==> src/rtl/data_link_pkg.sv <==
// Shared constants and types for the triggered 18-bit switch-word link.
// Used by both the sender (data_program) and the receiver (data_receive).
package data_link_pkg;

    localparam int WORD_W          = 18;
    localparam int FLAG_MIN_DEF    = 500;
    localparam int GAP_CYCLES_DEF  = 1000;
    localparam int END_TIMEOUT_DEF = 2000;

    localparam int CNT_W = 14;
    localparam int IDX_W = 5;
    localparam logic [CNT_W-1:0] CNT_MAX = '1;

    typedef enum logic [2:0] {
        IDLE,
        START,
        GAP,
        SHIFT,
        WAIT_END,
        END,
        DRAIN
    } rx_state_e;

    // One counter serves every state; it pins at CNT_MAX instead of wrapping
    // so an endless flag can never alias back into a short one.
    function automatic logic [CNT_W-1:0] cnt_inc(input logic [CNT_W-1:0] c);
        return (c == CNT_MAX) ? c : c + 1'b1;
    endfunction

endpackage

==> src/rtl/data_receive_if.sv <==
// Serial link pins plus the received-word side toward DDS-update logic.
interface data_receive_if;
    import data_link_pkg::*;

    logic              data_in;
    logic              dflag_in;
    logic [WORD_W-1:0] rx_word;
    logic              word_valid;
    logic              frame_error;
    logic              busy;

    modport master (
        output data_in, dflag_in,
        input  rx_word, word_valid, frame_error, busy
    );

    modport slave (
        input  data_in, dflag_in,
        output rx_word, word_valid, frame_error, busy
    );

endinterface

==> src/rtl/data_receive_sync2.sv <==
// Two-flop synchronizer; both link inputs use one so their latency matches.
module sync2 (
    input  logic clk,
    input  logic reset,
    input  logic d,
    output logic q
);
    logic [1:0] pipe;

    always_ff @(posedge clk) begin
        if (reset) pipe <= '0;
        else       pipe <= {pipe[0], d};
    end

    assign q = pipe[1];

endmodule

==> src/rtl/data_receive.sv <==
// Receive-side deserializer: qualifies start flag, fixed gap, 18 LSB-first
// data bits and end flag, then publishes the word with a one-cycle strobe.
module data_receive
    import data_link_pkg::*;
#(
    parameter int FLAG_MIN    = FLAG_MIN_DEF,
    parameter int GAP_CYCLES  = GAP_CYCLES_DEF,
    parameter int END_TIMEOUT = END_TIMEOUT_DEF
) (
    input  logic          TenMHzToData,
    input  logic          reset,
    data_receive_if.slave rx
);
    localparam logic [CNT_W-1:0] FLAG_CNT = CNT_W'(FLAG_MIN);
    localparam logic [CNT_W-1:0] GAP_CNT  = CNT_W'(GAP_CYCLES);
    localparam logic [CNT_W-1:0] TMO_CNT  = CNT_W'(END_TIMEOUT - 1);
    localparam logic [IDX_W-1:0] LAST_BIT = IDX_W'(WORD_W - 1);

    logic d_s, f_s;

    sync2 u_sync_data (.clk(TenMHzToData), .reset(reset), .d(rx.data_in),  .q(d_s));
    sync2 u_sync_flag (.clk(TenMHzToData), .reset(reset), .d(rx.dflag_in), .q(f_s));

    rx_state_e         state;
    logic [CNT_W-1:0]  cnt;
    logic [IDX_W-1:0]  bit_idx;
    logic [WORD_W-1:0] shreg;
    logic [WORD_W-1:0] rx_word_q;
    logic              word_valid_q;
    logic              frame_error_q;

    always_ff @(posedge TenMHzToData) begin
        if (reset) begin
            state         <= IDLE;
            cnt           <= '0;
            bit_idx       <= '0;
            shreg         <= '0;
            rx_word_q     <= '0;
            word_valid_q  <= 1'b0;
            frame_error_q <= 1'b0;
        end else begin
            word_valid_q  <= 1'b0;
            frame_error_q <= 1'b0;
            case (state)
                IDLE: begin
                    if (f_s) begin
                        state <= START;
                        cnt   <= CNT_W'(1);
                    end
                end
                // cnt holds the number of high samples seen so far
                START: begin
                    if (f_s) begin
                        cnt <= cnt_inc(cnt);
                    end else if (cnt >= FLAG_CNT) begin
                        state <= GAP;
                        cnt   <= CNT_W'(1);
                    end else begin
                        state <= IDLE;
                    end
                end
                GAP: begin
                    if (f_s) begin
                        frame_error_q <= 1'b1;
                        state         <= IDLE;
                    end else if (cnt == GAP_CNT) begin
                        shreg[0] <= d_s;
                        bit_idx  <= IDX_W'(1);
                        state    <= SHIFT;
                    end else begin
                        cnt <= cnt_inc(cnt);
                    end
                end
                SHIFT: begin
                    if (f_s) begin
                        frame_error_q <= 1'b1;
                        state         <= IDLE;
                    end else begin
                        shreg[bit_idx] <= d_s;
                        bit_idx        <= bit_idx + 1'b1;
                        if (bit_idx == LAST_BIT) begin
                            state <= WAIT_END;
                            cnt   <= '0;
                        end
                    end
                end
                // A flag seen on the END_TIMEOUT-th cycle after the last bit
                // still counts; only then does the timeout fire.
                WAIT_END: begin
                    if (f_s) begin
                        state <= END;
                        cnt   <= CNT_W'(1);
                    end else if (cnt == TMO_CNT) begin
                        frame_error_q <= 1'b1;
                        state         <= IDLE;
                    end else begin
                        cnt <= cnt_inc(cnt);
                    end
                end
                END: begin
                    if (cnt == FLAG_CNT) begin
                        rx_word_q    <= shreg;
                        word_valid_q <= 1'b1;
                        state        <= DRAIN;
                    end else if (!f_s) begin
                        frame_error_q <= 1'b1;
                        state         <= IDLE;
                    end else begin
                        cnt <= cnt_inc(cnt);
                    end
                end
                // Hold off until the end flag clears so its tail is never
                // mistaken for the next start flag.
                DRAIN: begin
                    if (!f_s) state <= IDLE;
                end
                default: state <= IDLE;
            endcase
        end
    end

    assign rx.rx_word     = rx_word_q;
    assign rx.word_valid  = word_valid_q;
    assign rx.frame_error = frame_error_q;
    assign rx.busy        = (state != IDLE);

endmodule

==> src/flat_wrapper.sv <==
// flat-port wrapper written by rule: the top's interface ports become plain ports
module data_receive_flat import data_link_pkg::*;
#(
    parameter int FLAG_MIN    = FLAG_MIN_DEF,
    parameter int GAP_CYCLES  = GAP_CYCLES_DEF,
    parameter int END_TIMEOUT = END_TIMEOUT_DEF
)
  (TenMHzToData, reset, rx_data_in, rx_dflag_in, rx_rx_word, rx_word_valid, rx_frame_error, rx_busy);
  data_receive_if rx_i ();
  input  logic TenMHzToData;
  input  logic reset;
  input wire logic [$bits(rx_i.data_in)-1:0] rx_data_in;
  input wire logic [$bits(rx_i.dflag_in)-1:0] rx_dflag_in;
  output wire logic [$bits(rx_i.rx_word)-1:0] rx_rx_word;
  output wire logic [$bits(rx_i.word_valid)-1:0] rx_word_valid;
  output wire logic [$bits(rx_i.frame_error)-1:0] rx_frame_error;
  output wire logic [$bits(rx_i.busy)-1:0] rx_busy;
  assign rx_i.data_in = rx_data_in;
  assign rx_i.dflag_in = rx_dflag_in;
  assign rx_rx_word = rx_i.rx_word;
  assign rx_word_valid = rx_i.word_valid;
  assign rx_frame_error = rx_i.frame_error;
  assign rx_busy = rx_i.busy;
  data_receive #(.FLAG_MIN(FLAG_MIN), .GAP_CYCLES(GAP_CYCLES), .END_TIMEOUT(END_TIMEOUT)) u_core (.TenMHzToData(TenMHzToData), .reset(reset), .rx(rx_i));
endmodule
==> config.mk <==
export PLATFORM = sky130hd
export DESIGN_NAME = data_receive_flat
export DESIGN_NICKNAME = d
export VERILOG_FILES = /design/src/rtl/data_link_pkg.sv /design/src/rtl/data_receive_if.sv /design/src/rtl/data_receive_sync2.sv /design/src/rtl/data_receive.sv /design/src/flat_wrapper.sv
export SDC_FILE = /design/constraint.sdc
export NUM_CORES = 1
export LEC_CHECK = 0
export CAP_MARGIN = 20
export CELL_PAD_IN_SITES_DETAIL_PLACEMENT = 1
export CELL_PAD_IN_SITES_GLOBAL_PLACEMENT = 1
export CORE_MARGIN = 4
export CORE_UTILIZATION = 47
export DETAILED_ROUTE_END_ITERATION = 12
export PLACE_DENSITY_LB_ADDON = 0.1
export SLEW_MARGIN = 20
export SYNTH_ARGS = -nofsm -noshare
export SYNTH_HDL_FRONTEND = slang
export SYNTH_SLANG_ARGS = --single-unit
==> constraint.sdc <==
create_clock -name TenMHzToData -period 4.4 [get_ports TenMHzToData]
set_input_delay 0.44 -clock TenMHzToData [delete_from_list [all_inputs] [get_ports TenMHzToData]]
set_output_delay 0.44 -clock TenMHzToData [all_outputs]
set_load 0.02 [all_outputs]
Yosys cells after proc, flatten, opt, wreduce, memory -nomap -nowiden
Index checks and enable logic that the tools add are counted.
Storage, ports and cells
  output and inout port bits: 21
  logic and storage cells: 97
  register bits after elaboration: 64
Cells by class
  reductions and logical operators: 12
  add/subtract/negate cells: 2
  multiplexer cells: 43
  order comparisons: 3
  bitwise logic cells: 2
  equality and inequality tests: 25
Operators with widths (number)
  $mux W14: 12
  $pmux W14 S6: 1
  $mux W3: 10
  $pmux W3 S7: 1
  $bwmux W18: 1
  $mux W5: 3
  $add A14 B1 Y14 const B: 1
  $eq A14 B10 Y1 const B: 1
  $eq A14 B11 Y1 const B: 1
  $eq A14 B14 Y1 const B: 1
  $eq A14 B9 Y1 const B: 1
  $ge A14 B9 Y1 const B: 1
  $ne A2 B2 Y1 const B: 7
  $ne A3 B2 Y1 const B: 4
  $mux W1: 10
  $pmux W5 S2: 1
  $reduce_and A10 Y1: 1
  $eq A3 B3 Y1 const B: 3
  $eq A3 B2 Y1 const B: 2
  $lt A5 B6 Y1 const B: 1
  $reduce_bool A6 Y1: 1
  $add A5 B1 Y5 const B: 1
  $demux W1 S5: 1
  $eq A5 B5 Y1 const B: 1
  other kinds (16): 20

Logic depth before layout (Yosys ltp)
  word-level depth: 7
  gate-level depth with buffers: 9
  depth with buffers taken out: 8

Cells and area by module
From an unflattened synthesis, not the netlist that was laid out.
Unflattened totals
  cells, all modules: 413
  area total of the unflattened synthesis: 3216.8 um^2
By module, submodules not included
  data_receive: cells each 405, times used 1, sequential area each 1201.2 um^2, area an instance 3111.7 um^2
  sync2: cells each 4, times used 2, sequential area each 40.0 um^2, area an instance 52.6 um^2

Worst setup path before layout
OpenSTA, ideal clock, no wires.
  path type: register -> register
  from: reg u_core.cnt[10]
  to: reg u_core.shreg[0]
  arrival time: 2.127 ns
  period minus slack after synthesis: 2.254 ns
  path slack: 2.146 ns
  cell stages (with the launch flop): 8
  buffers on the path: 1
  path through: dfxtp_1 -> buf_6 -> or4_4 -> or4_4 -> a211oi_4 -> a31oi_1 -> mux2i_1 -> nor2_1
Between the ends
  word-level cells in the longest chain between the ends: 3
Ends and longest elaborated chain
  start: declaration: line data_receive.sv:25  | logic [CNT_W-1:0] cnt;
  start signal: assignment: line data_receive.sv:54  | cnt <= cnt_inc(cnt);
  start signal: assignment: line data_receive.sv:71  | cnt <= cnt_inc(cnt);
  start signal: assignment: line data_receive.sv:97  | cnt <= cnt_inc(cnt);
  $eq A14 B10 Y1: line data_receive.sv:66  | end else if (cnt == GAP_CNT) begin
  $ne A2 B1 Y1 (no line)
  $reduce_and A4 Y1 (no line)
  end signal: assignment: line data_receive.sv:67  | shreg[0] <= d_s;
  end signal: indexed assignment: line data_receive.sv:79  | shreg[bit_idx] <= d_s;
  end: declaration: line data_receive.sv:27  | logic [WORD_W-1:0] shreg;
Every way passes these cells.
A chain may end at the register's enable or synchronous reset.

Worst setup path in the final report
  from: reg u_core.state[1]
  to: reg u_core.cnt[13]
Between the ends
  word-level cells in the longest chain between the ends: 3
Ends and longest elaborated chain
  start: declaration: line data_receive.sv:24  | rx_state_e state;
  start signal: assignment: line data_receive.sv:34  | state <= IDLE;
  start signal: assignment: line data_receive.sv:47  | state <= START;
  start signal: assignment: line data_receive.sv:56  | state <= GAP;
  $eq A3 B1 Y1, or another cell as far along: line data_receive.sv:44  | case (state)
  $reduce_bool A6 Y1 (no line), or another cell as far along
  $reduce_and A10 Y1 (no line)
Parallel ways exist; a longest one is shown, timed or not.

==> summary.md <==
| Metric | Value |
|---|---|
| Result of the run | completed |
| Post-synthesis instance area | 0.00329 sq mm |
| Internal reg-to-reg setup slack | 1.31 ns |
| Share of the synthesized area in compound gates (AO/OA/AOI/OAI) | 16.2% |
| Grt total ovfl | 0 |
| Period utilisation layout | 70.3% |
| Simple-gate share of the synthesized area | 31.1% |
| Primary flip-flop cell chosen by synthesis mapping | sky130_fd_sc_hd__dfxtp_1 |
| Setup Skew | 0.0104 ns |
| Register cell area after layout | 0.00128 sq mm |
| Power per Cell Area | 368 mW/mm^2 |
| Die Area | 0.00840 sq mm |
| Post-CTS resize count | 0 |
| Post-route minimum period | 3.09 ns |
| Buffers inserted by post-CTS timing repair | 0 |
| Via count normalized by instance count | 5.71 |
| Diodes inserted | 0 |
| Register bit total from synthesis | 64 |
| Final routed wire length divided by cell count | 16.7 um |
| Post-CTS Hold Buffers | 0 |
| Cell at the root of the clock tree | sky130_fd_sc_hd__clkbuf_8 |
| Worst reg2reg path endpoint | u_core.cnt[13] |
| Critical path endpoint | u_core.cnt[13] |
| Num CTS Buffers | 9 |
| Unrepaired setup endpoints after global routing | false |
| Top-area cell type share of the netlist area | 39.0% |
| Cell taking the most area after synthesis | sky130_fd_sc_hd__dfxtp_1 |
| Synthesized area divided by synthesized cell count | 7.98 sq um |
| Clock tree buffer depth | 2 |
| Cell variety after synth | 50 |
| Final Setup Violations | 0 |
| Endpoints failing hold | 0 |
| Number of I/O port buffers | 24 |
| Arrival time at the worst endpoint | 3.35 ns |
| Number of I/O pins | 25 |
| Via count of the first global-routing pass | 2898 |
| Sequential area share after synthesis | 39.0% |
| Clock sinks | 64 |
| Placed Instances | 503 |
| Die width | 91.7 um |
| Parity-gate share of the synthesized area counting xor and xnor cells | 0.799% |
| GRT Total Usage | 21.7% |
| Final Wtd Congestion | 0.878 |
| Multi-input gate area | 0.00180 sq mm |
| Clock latency on the worst-skew pair | 0.34 ns |
| Initial core utilization | 48.4% |
| Combinational family with the most area after synthesis | simple AND/OR/NAND/NOR gates |
| Routed Antenna Nets | 0 |
| Lkg Pwr | 1.23 nW |
| Number of DRC violations after detailed routing | 0 |
| Number of search-and-repair iterations in the first detailed-routing pass | 4 |
| Worst-path maximum fanout | 20 |
| Initial antenna violation count | 0 |
| Launching element of the worst setup path | u_core.state[1] |
| Launching element type of the critical path | flip-flop |
| Number of nets in the final layout | 428 |
| Growth of design area from synthesis to finish | 11.0% |
| HPWL after detailed placement | 5980 um |
| Clock tree from TritonCTS | built |
| Slew at the pin closest to its max-slew limit | 0.976 ns |
| Detailed Route WL | 8650 um |
| Highest clock frequency the design can meet | 323 MHz |
| Setup crit end kind | flip-flop |
| Clock transition time at the flip-flop clock pins of the worst setup and hold paths | 0.07 ns |
| Count of flip-flops with a built-in enable after synthesis | 0 |
| Number of fillers in the final layout | 845 |
| Number of rows created at floorplan | 30 |
| Fin worst setup slack | 1.31 ns |
| CORE AREA | 0.00679 sq mm |
| Number of cells on the worst reg-to-reg path | 6 |
| Wire length of the first global-routing pass | 14700 um |
| Number of vias in the routed layout | 2960 |
| Number of max-cap violations | 0 |
| Share of layout cells above drive strength 1 | 7.11% |
| Maximum number of pins on one net before global-route repair | 46 |
| Fraction of the mapped netlist area in adder cells | 2.28% |
| Crit Path Class | flip-flop to flip-flop |
| Share of synthesized area spent on multiplexers | 3.96% |
| Required @ worst endpoint | 4.65 ns |
| Worst slew margin relative to its limit | 34.7% |
| Number of instances in the synthesized netlist | 412 |
| Post-placement worst setup slack | 1.31 ns |
| Maximum resistive drop on vdd | 0.157 mV |
| Async S/R FF share, synth | 0% |
| R2r startpoint | u_core.state[1] |
| Worst min path class | flip-flop to flip-flop |
| Total negative slack | 0 ns |
| Number of non-filler instances in the completed layout | 518 |
| Dominant cells by area after synthesis | sky130_fd_sc_hd__dfxtp_1 39%, sky130_fd_sc_hd__nand2_1 7.6%, sky130_fd_sc_hd__a21oi_1 5.9% |
| Net Count, Synth | 422 |
| H-Tree Depth | 3 |
| Die outline height | 91.7 um |
| Synth warnings | 0 |
| Number of violations reported at the end of detailed-routing iteration 0 | 137 |
| Max-slew violation count | 0 |
## layout by cell type, fill, tap and decap left out, types with 10 or more instances in the layout
cell / Yosys / routed
sky130_fd_sc_hd__nand2_1: 67 / 67
sky130_fd_sc_hd__dfxtp_1: 64 / 64
sky130_fd_sc_hd__nor2_1: 39 / 39
sky130_fd_sc_hd__a21oi_1: 39 / 39
sky130_fd_sc_hd__nand3_1: 30 / 30
sky130_fd_sc_hd__clkdlybuf4s50_1: 0 / 23
sky130_fd_sc_hd__o21ai_0: 18 / 18
sky130_fd_sc_hd__mux2i_1: 13 / 13
sky130_fd_sc_hd__nor2b_1: 11 / 11
sky130_fd_sc_hd__nor3_1: 10 / 10
sky130_fd_sc_hd__clkbuf_8: 3 / 10
## power breakdown
part	switching (W)	internal, W	leakage, nW
registers	0.0000379	0.000593	0.517
logic	0.000170	0.0000909	0.628
clock network	0.000237	0.000215	0.0841
## per-layer routing
metal,wire length [um],vias up,global-route usage [%]
met4,141,0,8.04
met3,241,13,3.69
met5,0,-,0
met2,3850,43,32.4
li1,-,1466,-
met1,4420,1438,31.3
## registers in the layout (all words and copies together), names as in the netlist
name                     count
u_core.shreg                18
u_core.state                 3
u_core.rx.rx_word           18
u_core.u_sync_data.pipe      2
u_core.cnt                  14
u_core.rx.word_valid         1
u_core.rx.frame_error        1
u_core.u_sync_flag.pipe      2
u_core.bit_idx               5
## stage by stage
| stage | util (%) | instance area [sq um] | total power, W | hold slack, ns |
|---|---|---|---|---|
| 2_1_floorplan | - | 3290 | 0.000843 | 0.414 |
| 3_3_place_gp | 51.2 | 3480 | 0.000895 | 0.437 |
| 3_5_place_dp | 51.2 | 3480 | 0.000901 | 0.443 |
| 4_1_cts | 53.8 | 3650 | 0.00135 | 0.457 |
| 5_1_grt | 53.8 | 3650 | 0.00142 | 0.477 |
| 6_report | 53.8 | 3650 | 0.00134 | 0.452 |
## how the worst min path moves through the flow
stage,start,endpoint,cells past startpoint
5_1_grt,u_core.rx.rx_word[17],u_core.rx.rx_word[17],2
6_report,u_core.rx.rx_word[13],u_core.rx.rx_word[13],2
2_1_floorplan,u_core.u_sync_data.pipe[0],u_core.u_sync_data.pipe[1],1
3_3_place_gp,u_core.u_sync_flag.pipe[0],u_core.u_sync_flag.pipe[1],1
4_1_cts,u_core.rx.rx_word[13],u_core.rx.rx_word[13],2
3_5_place_dp,u_core.u_sync_flag.pipe[0],u_core.u_sync_flag.pipe[1],1
## cell families (layout without fill, tap and decap cells)
| logic type | Yosys count | after routing |
|---|---|---|
| buffers and inverters | 38 | 48 |
| adder cells (fa/ha/maj) | 6 | 6 |
| AND/OR/NAND/NOR | 205 | 205 |
| flip-flops | 64 | 64 |
| XOR/XNOR | 3 | 3 |
| multiplexers | 13 | 13 |
| AO/OA/AOI/OAI | 83 | 83 |
## cell usage after synthesis, drive strengths merged, types with 6 or more instances
library cell / instances
and3: 6
a211oi: 7
nor2: 39
nor2b: 11
inv: 6
o21ai: 18
ha: 6
nand3: 30
mux2i: 13
buf: 6
dfxtp: 64
a21oi: 39
nor3: 11
nor4: 8
nand2: 67
clkbuf: 26
## critical path: stages, from the launching register on
cell and delay [ns]:
sky130_fd_sc_hd__dfxtp_1 0.67, sky130_fd_sc_hd__or4bb_1 0.24, sky130_fd_sc_hd__or4_1 0.62, sky130_fd_sc_hd__o221ai_2 0.24
sky130_fd_sc_hd__nor3_2 0.71, sky130_fd_sc_hd__nand3_1 0.20, sky130_fd_sc_hd__a221oi_2 0.31
## layout make-up
cell class / instances / area share, %
Multi-Input combinational cell: 310 / 49.3
Timing Repair Buffer: 27 / 7.06
Sequential cell: 64 / 35.1
Tap cell: 96 / 3.29
Clock inverter: 5 / 0.925
Inverter: 6 / 0.617
Clock buffer: 10 / 3.77
Note: power is estimated with default switching activity, not from simulation.
